<file path="config.mk">
export PLATFORM = sky130hd
export DESIGN_NAME = relu1_unit
export DESIGN_NICKNAME = d
export VERILOG_FILES = /design/src/rtl/nn_pkg.sv /design/src/rtl/relu_elem.sv /design/src/rtl/relu1_unit.sv
export SDC_FILE = /design/constraint.sdc
export NUM_CORES = 1
export LEC_CHECK = 0
export ABC_CLOCK_PERIOD_IN_PS = 1900
export BUFFER_PORTS_ARGS = -buffer_cell sky130_fd_sc_hd__buf_2
export CAP_MARGIN = 20
export CORE_MARGIN = 3
export CORE_UTILIZATION = 47
export DETAILED_ROUTE_END_ITERATION = 10
export GPL_TIMING_DRIVEN = 0
export PLACE_DENSITY_LB_ADDON = 0.3
export SETUP_SLACK_MARGIN = 0.2
export SLEW_MARGIN = 10
export SYNTH_ARGS = -nofsm -noshare
export SYNTH_HDL_FRONTEND = slang
export SYNTH_SLANG_ARGS = --single-unit
</file>
<file path="constraint.sdc">
create_clock -name clk -period 1.9 [get_ports clk]
set_clock_uncertainty 0.1 [all_clocks]
set_input_delay 0.095 -clock clk [delete_from_list [all_inputs] [get_ports clk]]
set_output_delay 0.095 -clock clk [all_outputs]
set_load 0.005 [all_outputs]
</file>
<file path="src/rtl/nn_pkg.sv">
// Shared definitions for the small MLP datapath: data/address widths, layer sizes and the
// 2-bit state encoding used by the ReLU sequencers.
package nn_pkg;

  localparam int unsigned DATA_W    = 32;
  localparam int unsigned ADDR_W    = 16;
  localparam int unsigned L1_SIZE   = 64;
  // Wide enough to count every element of a layer-1 run (0..64).
  localparam int unsigned POS_CNT_W = 7;

  localparam logic [1:0] StIdle  = 2'd0;
  localparam logic [1:0] StRun   = 2'd1;
  localparam logic [1:0] StDrain = 2'd2;
  localparam logic [1:0] StDone  = 2'd3;

endpackage

</file>
<file path="src/rtl/relu_elem.sv">
// Combinational single-element ReLU.
//   x      : signed two's-complement input
//   y      : relu(x) = x when the sign bit is clear, else 0
//   is_pos : x is strictly positive (sign clear and nonzero)
module relu_elem #(
  parameter int unsigned DATA_W = 32
) (
  input  logic signed [DATA_W-1:0] x,
  output logic signed [DATA_W-1:0] y,
  output logic                     is_pos
);

  always_comb begin
    y      = x[DATA_W-1] ? '0 : x;
    is_pos = ~x[DATA_W-1] & (|x);
  end

endmodule

</file>
<file path="src/rtl/relu1_unit.sv">
// Layer-1 ReLU sequencer: streams NUM_ELEMS pre-activations out of the fc1 output memory,
// clamps negatives to zero and writes each result to the same address in relu1_memory.
//   clk, rst_n        : clock, asynchronous active-low reset
//   start / busy/done : run handshake with the network controller (start/done are pulses)
//   src_read_addr     : registered read address into fc1 memory; src_data_in returns its data
//   dst_write_*       : registered write port into relu1_memory (addr, data, enable)
//   pos_count         : strictly positive inputs seen in the last run, valid from done
module relu1_unit #(
  parameter int unsigned NUM_ELEMS = nn_pkg::L1_SIZE,
  parameter int unsigned DATA_W    = nn_pkg::DATA_W,
  parameter int unsigned ADDR_W    = nn_pkg::ADDR_W
) (
  input  logic                            clk,
  input  logic                            rst_n,
  input  logic                            start,
  output logic                            busy,
  output logic                            done,
  output logic        [ADDR_W-1:0]        src_read_addr,
  input  logic signed [DATA_W-1:0]        src_data_in,
  output logic        [ADDR_W-1:0]        dst_write_addr,
  output logic signed [DATA_W-1:0]        dst_data_out,
  output logic                            dst_write_enable,
  output logic [nn_pkg::POS_CNT_W-1:0]    pos_count
);

  import nn_pkg::*;

  localparam logic [ADDR_W-1:0] LastIdx = ADDR_W'(NUM_ELEMS - 1);

  logic [1:0]               state_q, state_d;
  logic [ADDR_W-1:0]        rd_cnt_q, rd_cnt_d;
  // Set while src_read_addr_q holds an address whose data must be written next edge.
  logic                     rd_valid_q, rd_valid_d;
  logic [ADDR_W-1:0]        src_read_addr_q, src_read_addr_d;
  logic [ADDR_W-1:0]        dst_write_addr_q, dst_write_addr_d;
  logic signed [DATA_W-1:0] dst_data_q, dst_data_d;
  logic                     dst_we_q, dst_we_d;
  logic [POS_CNT_W-1:0]     pos_count_q, pos_count_d;

  logic signed [DATA_W-1:0] relu_y;
  logic                     relu_pos;

  relu_elem #(
    .DATA_W (DATA_W)
  ) u_relu_elem (
    .x      (src_data_in),
    .y      (relu_y),
    .is_pos (relu_pos)
  );

  always_comb begin
    state_d          = state_q;
    rd_cnt_d         = rd_cnt_q;
    rd_valid_d       = 1'b0;
    src_read_addr_d  = src_read_addr_q;
    dst_write_addr_d = dst_write_addr_q;
    dst_data_d       = dst_data_q;
    pos_count_d      = pos_count_q;

    unique case (state_q)
      StIdle: begin
        src_read_addr_d = '0;
        if (start) begin
          state_d     = StRun;
          rd_cnt_d    = '0;
          pos_count_d = '0;
        end
      end
      StRun: begin
        src_read_addr_d = rd_cnt_q;
        rd_valid_d      = 1'b1;
        rd_cnt_d        = rd_cnt_q + ADDR_W'(1);
        if (rd_cnt_q == LastIdx) begin
          state_d = StDrain;
        end
      end
      StDrain: begin
        // Stay until the last read has turned into a write strobe.
        if (!rd_valid_q) begin
          state_d = StDone;
        end
      end
      StDone: begin
        src_read_addr_d = '0;
        state_d         = StIdle;
      end
      default: state_d = StIdle;
    endcase

    // Write stage: the read data for src_read_addr_q is captured on this edge.
    dst_we_d = rd_valid_q;
    if (rd_valid_q) begin
      dst_write_addr_d = src_read_addr_q;
      dst_data_d       = relu_y;
      if (relu_pos) begin
        pos_count_d = pos_count_q + POS_CNT_W'(1);
      end
    end
  end

  always_ff @(posedge clk or negedge rst_n) begin
    if (!rst_n) begin
      state_q          <= StIdle;
      rd_cnt_q         <= '0;
      rd_valid_q       <= 1'b0;
      src_read_addr_q  <= '0;
      dst_write_addr_q <= '0;
      dst_data_q       <= '0;
      dst_we_q         <= 1'b0;
      pos_count_q      <= '0;
    end else begin
      state_q          <= state_d;
      rd_cnt_q         <= rd_cnt_d;
      rd_valid_q       <= rd_valid_d;
      src_read_addr_q  <= src_read_addr_d;
      dst_write_addr_q <= dst_write_addr_d;
      dst_data_q       <= dst_data_d;
      dst_we_q         <= dst_we_d;
      pos_count_q      <= pos_count_d;
    end
  end

  assign busy             = (state_q == StRun) || (state_q == StDrain);
  assign done             = (state_q == StDone);
  assign src_read_addr    = src_read_addr_q;
  assign dst_write_addr   = dst_write_addr_q;
  assign dst_data_out     = dst_data_q;
  assign dst_write_enable = dst_we_q;
  assign pos_count        = pos_count_q;

endmodule

</file>
==> results.py, run 1 <==
metrics = {
    "cells_and_area": {
        "antenna_cells": 0,
        "final_nets": 601,
        "layout_common_cells": "buf_2 (106), dfrtp_1 (89), nand2_1 (50), o21ai_1 (50)",
        "area_delta_synth_final_pct": 35.3,
        "fillCellCount": 656,
        "final_common_cell": "buf_2",
        "drive_gt1_share_pct": 31.4,
        "layoutNonFillerInstCount": 669,
        "finalInstanceArea_um2": 5520,
    },
    "floorplanning": {
        "rows": 33,
        "coreArea_um2": 8340,
        "boundaryPins": 109,
        "fp.dieArea_um2": 9840,
        "dieHeight_um": 99.2,
        "fp.dieW_um": 99.2,
        "start_util_pct": 48.9,
    },
    "logic_synthesis": {
        "synth_compound_area_share_pct": 9.19,
        "avgSynthCellArea_um2": 10.3,
        "synth_seq_cells": 90,
        "postSynthCellCount": 397,
        "synth_top_family_by_area": "simple AND/OR/NAND/NOR gates",
        "yosysWarningCount": 0,
        "yosysSeqAreaShare_pct": 55.2,
        "synth-xor-area-share_pct": 2.36,
        "synth.distinct_cells": 38,
        "muxShareOfSynthArea_pct": 5.49,
        "synth_area_um2": 4080,
        "synth-main-ff-cell": "dfrtp_1",
        "synthArstFlopShare_pct": 100,
        "synthAdderAreaFrac_pct": 2.15,
        "syn_nets": 439,
        "synth_simple_gate_area_share_pct": 20.3,
        "synth-edff-count": 0,
    },
    "hold_path": {
        "min_to": "pos_count[2]",
        "hold_depth": 4,
        "hp-start": "start",
        "hold_class": "input port to flop",
    },
    "timing": {
        "rsz0062_at_grt": "true",
        "hold_violations": 0,
        "max_freq_mhz": 534,
        "post-route-period-util_pct": 98.5,
        "fin_ws_ns": 0.0280,
        "setup_viol": 0,
        "drv_slew": 0,
        "period_minus_slack_ns": 1.87,
        "hold_ws_ns": 0.0404,
    },
    "clock_network": {
        "cts_buffers": 9,
        "path_clk_slew_ns": 0.09,
        "clock-root-buffer": "clkbuf_8",
        "cts.sinks": 90,
        "cts_max_path_buffers": 2,
        "clk_latency_ns": 0.35,
        "htreeDepth": 3,
        "cts_tree": "done",
    },
    "worst_setup_path": {
        "critPathMaxFanout": 6,
        "crit_chain": "inv_2 -> ha_4 -> mux2_4 -> nand4_1 -> or3_1 -> a21oi_2",
        "r2r_setup_slack_ns": 0.03,
        "rr_worst_depth": 6,
        "r2r-end": "rd_cnt_q[12]",
        "critPathCaptureType": "flop",
        "crit_buf_inv": 1,
        "worstPathArrival_ns": 2.06,
        "cp_data_required_time_ns": 2.09,
        "cp_top_family": "simple AND/OR/NAND/NOR gates",
        "start_kind": "flop",
        "worst-setup-path-type": "flop to flop",
        "reg2reg_from": "state_q[1]",
        "critical_path.max_stage_delay_ns": 0.46,
        "critical_path.slowest_cell": "or3_1",
    },
    "placement": {
        "dp.cells": 610,
        "preCtsSetupSlack_ns": -0.0645,
        "gp_congestion": 0.893,
        "port-buffer-count": 107,
        "dpl.hpwl_um": 6860,
        "placed_area_um2": 4820,
    },
    "global_route": {
        "grt-ovfl-total": 0,
        "busiest_layer": "met2",
        "grt_use_met3_pct": 3.44,
        "use_met2_pct": 36.1,
        "use_met1_pct": 28.2,
        "antenna_found_initial": 0,
        "grt_pass1_wl_um": 17000,
        "grt.total_usage_pct": 21.5,
        "grt_pass1_vias": 3498,
        "grt_max_degree": 67,
    },
    "routing": {
        "firstDrtPassIters": 4,
        "vias": 3508,
        "drc": 0,
        "post_drt_via_cell_ratio": 5.24,
        "wirelength_um": 10400,
        "wire_per_inst_um": 15.5,
        "drt_iter0_drc": 154,
        "ant_nets": 0,
    },
    "power": {
        "pwr_density_cell_nw_per_um2": 711,
        "ir_worst_vdd_mv": 0.406,
        "leakagePower_nw": 2.70,
        "power_mw": 3.93,
    },
    "outcome": {
        "status": "finished, final reports clean",
    },
    "flow_run": {
        "maxCapViolations": 0,
    },
}
worst max-delay path by stage:
stage | from | end | cells past startpoint
detailed placement | state_q[0] | src_read_addr[7] | 6
CTS | state_q[0] | rd_cnt_q[10] | 6
finish | state_q[1] | rd_cnt_q[12] | 6
global placement | rst_n | dst_write_addr[4] | 1
global route | state_q[1] | rd_cnt_q[12] | 6
floorplan | state_q[0] | rd_cnt_q[12] | 6
cell families (layout without fill, tap and decap cells):
group	count (synthesis)	count (layout)
simple gates	147	147
buf+inv	55	222
mux	20	20
xor+xnor	11	11
flops	90	90
compound gates	66	66
other cells	1	1
fa+ha+maj	7	7
metal layers:
metal	vias to the layer above	part of all wire [%]
met3	19	5.1
met4	0	2.0
li1	1668	-
met5	-	0
met1	1718	44
met2	103	49
stage by stage:
stage | util (%) | TNS (ns)
5_1_grt | 66.2 | -0.0515
3_5_place_dp | 57.8 | -0.466
2_1_floorplan | - | 0
6_report | 66.2 | 0
4_1_cts | 65.3 | 0
3_3_place_gp | 57.4 | -14.21
where the power goes:
| group | total (mW) | internal, mW | switching (mW) |
|---|---|---|---|
| Combinational | 0.401 | 0.214 | 0.187 |
| Sequential | 2.06 | 1.99 | 0.0721 |
| Clock | 1.47 | 0.779 | 0.688 |
| Total | 3.93 | 2.98 | 0.947 |
cells in the mapped netlist (6+ instances only):
cell	n	area share, %
nor2_1	17	1.6
clkbuf_1	19	1.7
dfrtp_1	90	55
o21ai_1	51	6.3
nand2_1	52	4.8
xor2_1	6	1.3
nand3_1	8	0.98
mux2_1	17	4.7
inv_1	34	3.1
nor4_1	10	1.5
ha_1	7	2.1
nand3b_1	31	5.7
layout make-up:
type / count / area, um^2 / area share [%]
multi-input cells: 252 / 1710 / 30.9
inverters: 34 / 128 / 2.31
repair buffers: 151 / 968 / 17.5
flip-flops and latches: 90 / 2250 / 40.8
plain buffers: 21 / 110 / 1.99
clock inverters: 6 / 88.8 / 1.61
clock buffers: 10 / 138 / 2.49
well taps: 105 / 131 / 2.38
repair_timing:
action                                 CTS  global route
gates resized for setup                 13            20
setup endpoints to repair               49            48
hold buffers                            32             0
setup buffers                            7             4
endpoints found under the hold margin  121             0
pin swaps                                3             8
state kept, by name, summed over array words and instances, names as in the netlist:
register / count
state_q: 2
pos_count: 7
dst_write_addr: 16
src_read_addr: 16
dst_data_out: 31
rd_cnt_q: 16
dst_write_enable: 1
dst_we_d: 1
tightest hold or removal path: stages:
cell and delay [ns]:
buf_2 0.12, nand2_2 0.10, nand2_1 0.09, o21ai_1 0.05
(Power assumes the default switching activity.)
==> run 2, diff against run 1 <==
--- a/config.mk
+++ b/config.mk
@@ -9,5 +9,5 @@
 export BUFFER_PORTS_ARGS = -buffer_cell sky130_fd_sc_hd__buf_2
 export CAP_MARGIN = 20
-export CORE_MARGIN = 3
+export CORE_MARGIN = 1.5
 export CORE_UTILIZATION = 47
 export DETAILED_ROUTE_END_ITERATION = 10
==> constraint.sdc (replaced) <==
create_clock -name clk -period 1.9 [get_ports clk]
set_clock_uncertainty 0.1 [all_clocks]
set_input_delay 0.19 -clock clk [delete_from_list [all_inputs] [get_ports clk]]
set_output_delay 0.19 -clock clk [all_outputs]
set_load 0.005 [all_outputs]
==> results.py, run 2 (same netlist as run 1, synthesis figures left out) <==
metrics = {
    "outcome": {
        "status": "finished, final reports clean",
    },
    "floorplanning": {
        "start_util_pct": 49.2,
        "rows": 33,
        "dieHeight_um": 96.2,
        "boundaryPins": 109,
        "coreArea_um2": 8300,
        "fp.dieW_um": 96.2,
        "fp.dieArea_um2": 9250,
    },
    "clock_network": {
        "cts_max_path_buffers": 2,
        "path_clk_slew_ns": 0.09,
        "cts_buffers": 9,
        "cts.sinks": 90,
        "clock-root-buffer": "clkbuf_8",
        "cts_tree": "done",
        "htreeDepth": 3,
        "clk_latency_ns": 0.36,
    },
    "timing": {
        "post-route-period-util_pct": 97.5,
        "rsz0062_at_grt": "true",
        "hold_ws_ns": 0.0104,
        "fin_ws_ns": 0.0475,
        "hold_violations": 0,
        "setup_viol": 0,
        "drv_slew": 0,
        "max_freq_mhz": 540,
        "period_minus_slack_ns": 1.85,
    },
    "power": {
        "pwr_density_cell_nw_per_um2": 662,
        "ir_worst_vdd_mv": 0.405,
        "leakagePower_nw": 2.71,
    },
    "cells_and_area": {
        "final_nets": 603,
        "drive_gt1_share_pct": 34.8,
        "antenna_cells": 0,
        "layout_common_cells": "buf_2 (107), dfrtp_1 (90), nand2_1 (50), o21ai_1 (50), inv_1 (32)",
        "largest_register_ff_count": 31,
        "finalInstanceArea_um2": 5510,
        "fillCellCount": 639,
        "final_common_cell": "buf_2",
        "area_delta_synth_final_pct": 35.0,
    },
    "placement": {
        "placed_area_um2": 4820,
        "dpl.hpwl_um": 6730,
        "gp_congestion": 0.853,
        "port-buffer-count": 107,
        "preCtsSetupSlack_ns": -0.0950,
    },
    "global_route": {
        "antenna_found_initial": 0,
        "grt_pass1_wl_um": 15600,
        "grt-ovfl-total": 0,
        "grt_max_degree": 64,
        "grt.total_usage_pct": 22.3,
        "grt_pass1_vias": 3220,
    },
    "routing": {
        "wire_per_inst_um": 15.3,
        "firstDrtPassIters": 4,
        "ant_nets": 0,
        "drc": 0,
        "vias": 3494,
        "wirelength_um": 10300,
        "post_drt_via_cell_ratio": 5.21,
        "drt_iter0_drc": 116,
    },
    "worst_setup_path": {
        "critical_path.max_stage_delay_ns": 0.39,
        "cp_data_required_time_ns": 2.04,
        "reg2reg_from": "state_q[1]",
        "critical_path.slowest_cell": "dfrtp_1",
        "crit_buf_inv": 2,
        "start_kind": "flop",
        "crit_chain": "inv_2 -> ha_4 -> mux2_4 -> nand4_1 -> buf_4 -> nor2_2 -> xnor2_1 -> nor2_1",
        "critPathMaxFanout": 6,
        "cp-startpoint": "state_q[1]",
        "crit_cells": 8,
        "worst-setup-path-type": "flop to flop",
        "critPathCaptureType": "flop",
        "worstPathArrival_ns": 1.99,
        "rr_worst_depth": 8,
        "cp_top_family": "flip-flops",
    },
    "hold_path": {
        "hp-start": "src_data_in[10]",
        "hold_class": "input port to flop",
        "hold_depth": 3,
    },
    "flow_run": {
        "maxCapViolations": 0,
    },
}
[run 2: changes by cell type in the layout (fill, tap and decap cells not counted), moves of 2 or more]
cell           delta
nand3_1           -2
buf_4            +13
buf_6             +2
bufinv_16         -2
nor2_1            -2
dlygate4sd3_1    -13
nand3_2           +2
[run 2: area by class of cell]
| type | instances | area (um^2) | area share, % |
|---|---|---|---|
| tap | 105 | 131 | 2.38 |
| sequential | 90 | 2250 | 40.9 |
| clock inverter | 4 | 26.3 | 0.477 |
| clock buffer | 12 | 155 | 2.81 |
| timing repair buffer | 153 | 958 | 17.4 |
| buffer | 21 | 108 | 1.95 |
| inverter | 34 | 128 | 2.32 |
| multi-input combinational | 252 | 1750 | 31.8 |
[run 2: metrics by stage]
step                power (mW)  setup TNS [ns]  instances  util, %
CTS                       3.66               0        658     64.2
floorplan                 2.24               0        397        -
global route              3.83         -0.0346        671     66.4
detailed placement        2.44          -0.600        610     58.0
finish                    3.65               0        671     66.4
global placement          2.42          -22.05        609     57.7
[run 2: tightest hold or removal path: stages]
cell and delay [ns]:
buf_2 0.11, nand3b_1 0.07, o21ai_1 0.06
[run 2: path summary, 6_finish.rpt]
check / end / slack [ns]
worst max-delay path: rd_cnt_q[8] / 0.05
worst min-delay path: dst_data_out[10] / 0.01
worst max register to register: rd_cnt_q[8] / 0.05
worst min register to register: dst_write_enable / 0.29
max in group asynchronous: pos_count[2] / 0.85
min in group asynchronous: dst_write_addr[13] / 0.20
[run 2: metal layers]
| metal | GRT usage [%] | routed length [um] | part of all wire (%) | up-vias |
|---|---|---|---|---|
| li1 | - | - | - | 1675 |
| met1 | 29.3 | 4650 | 45 | 1695 |
| met2 | 37.1 | 4890 | 48 | 108 |
| met3 | 3.71 | 593 | 5.8 | 16 |
| met4 | 7.72 | 150 | 1.5 | 0 |
| met5 | 0 | 0 | 0 | - |
[run 2: repair_timing]
item                       in CTS  in global routing
gates resized for setup        14                 29
setup endpoints to repair      54                 46
buffers inserted               13                 13
hold endpoints to repair       45                  0
pin swaps                      10                 24
hold buffers                   19                  0
[run 2: power by group]
part	internal [mW]	total [mW]	switching, mW	leakage [nW]
registers	1.99	2.06	0.0711	1.15
clock network	0.546	1.22	0.669	0.0924
logic	0.196	0.378	0.181	1.46
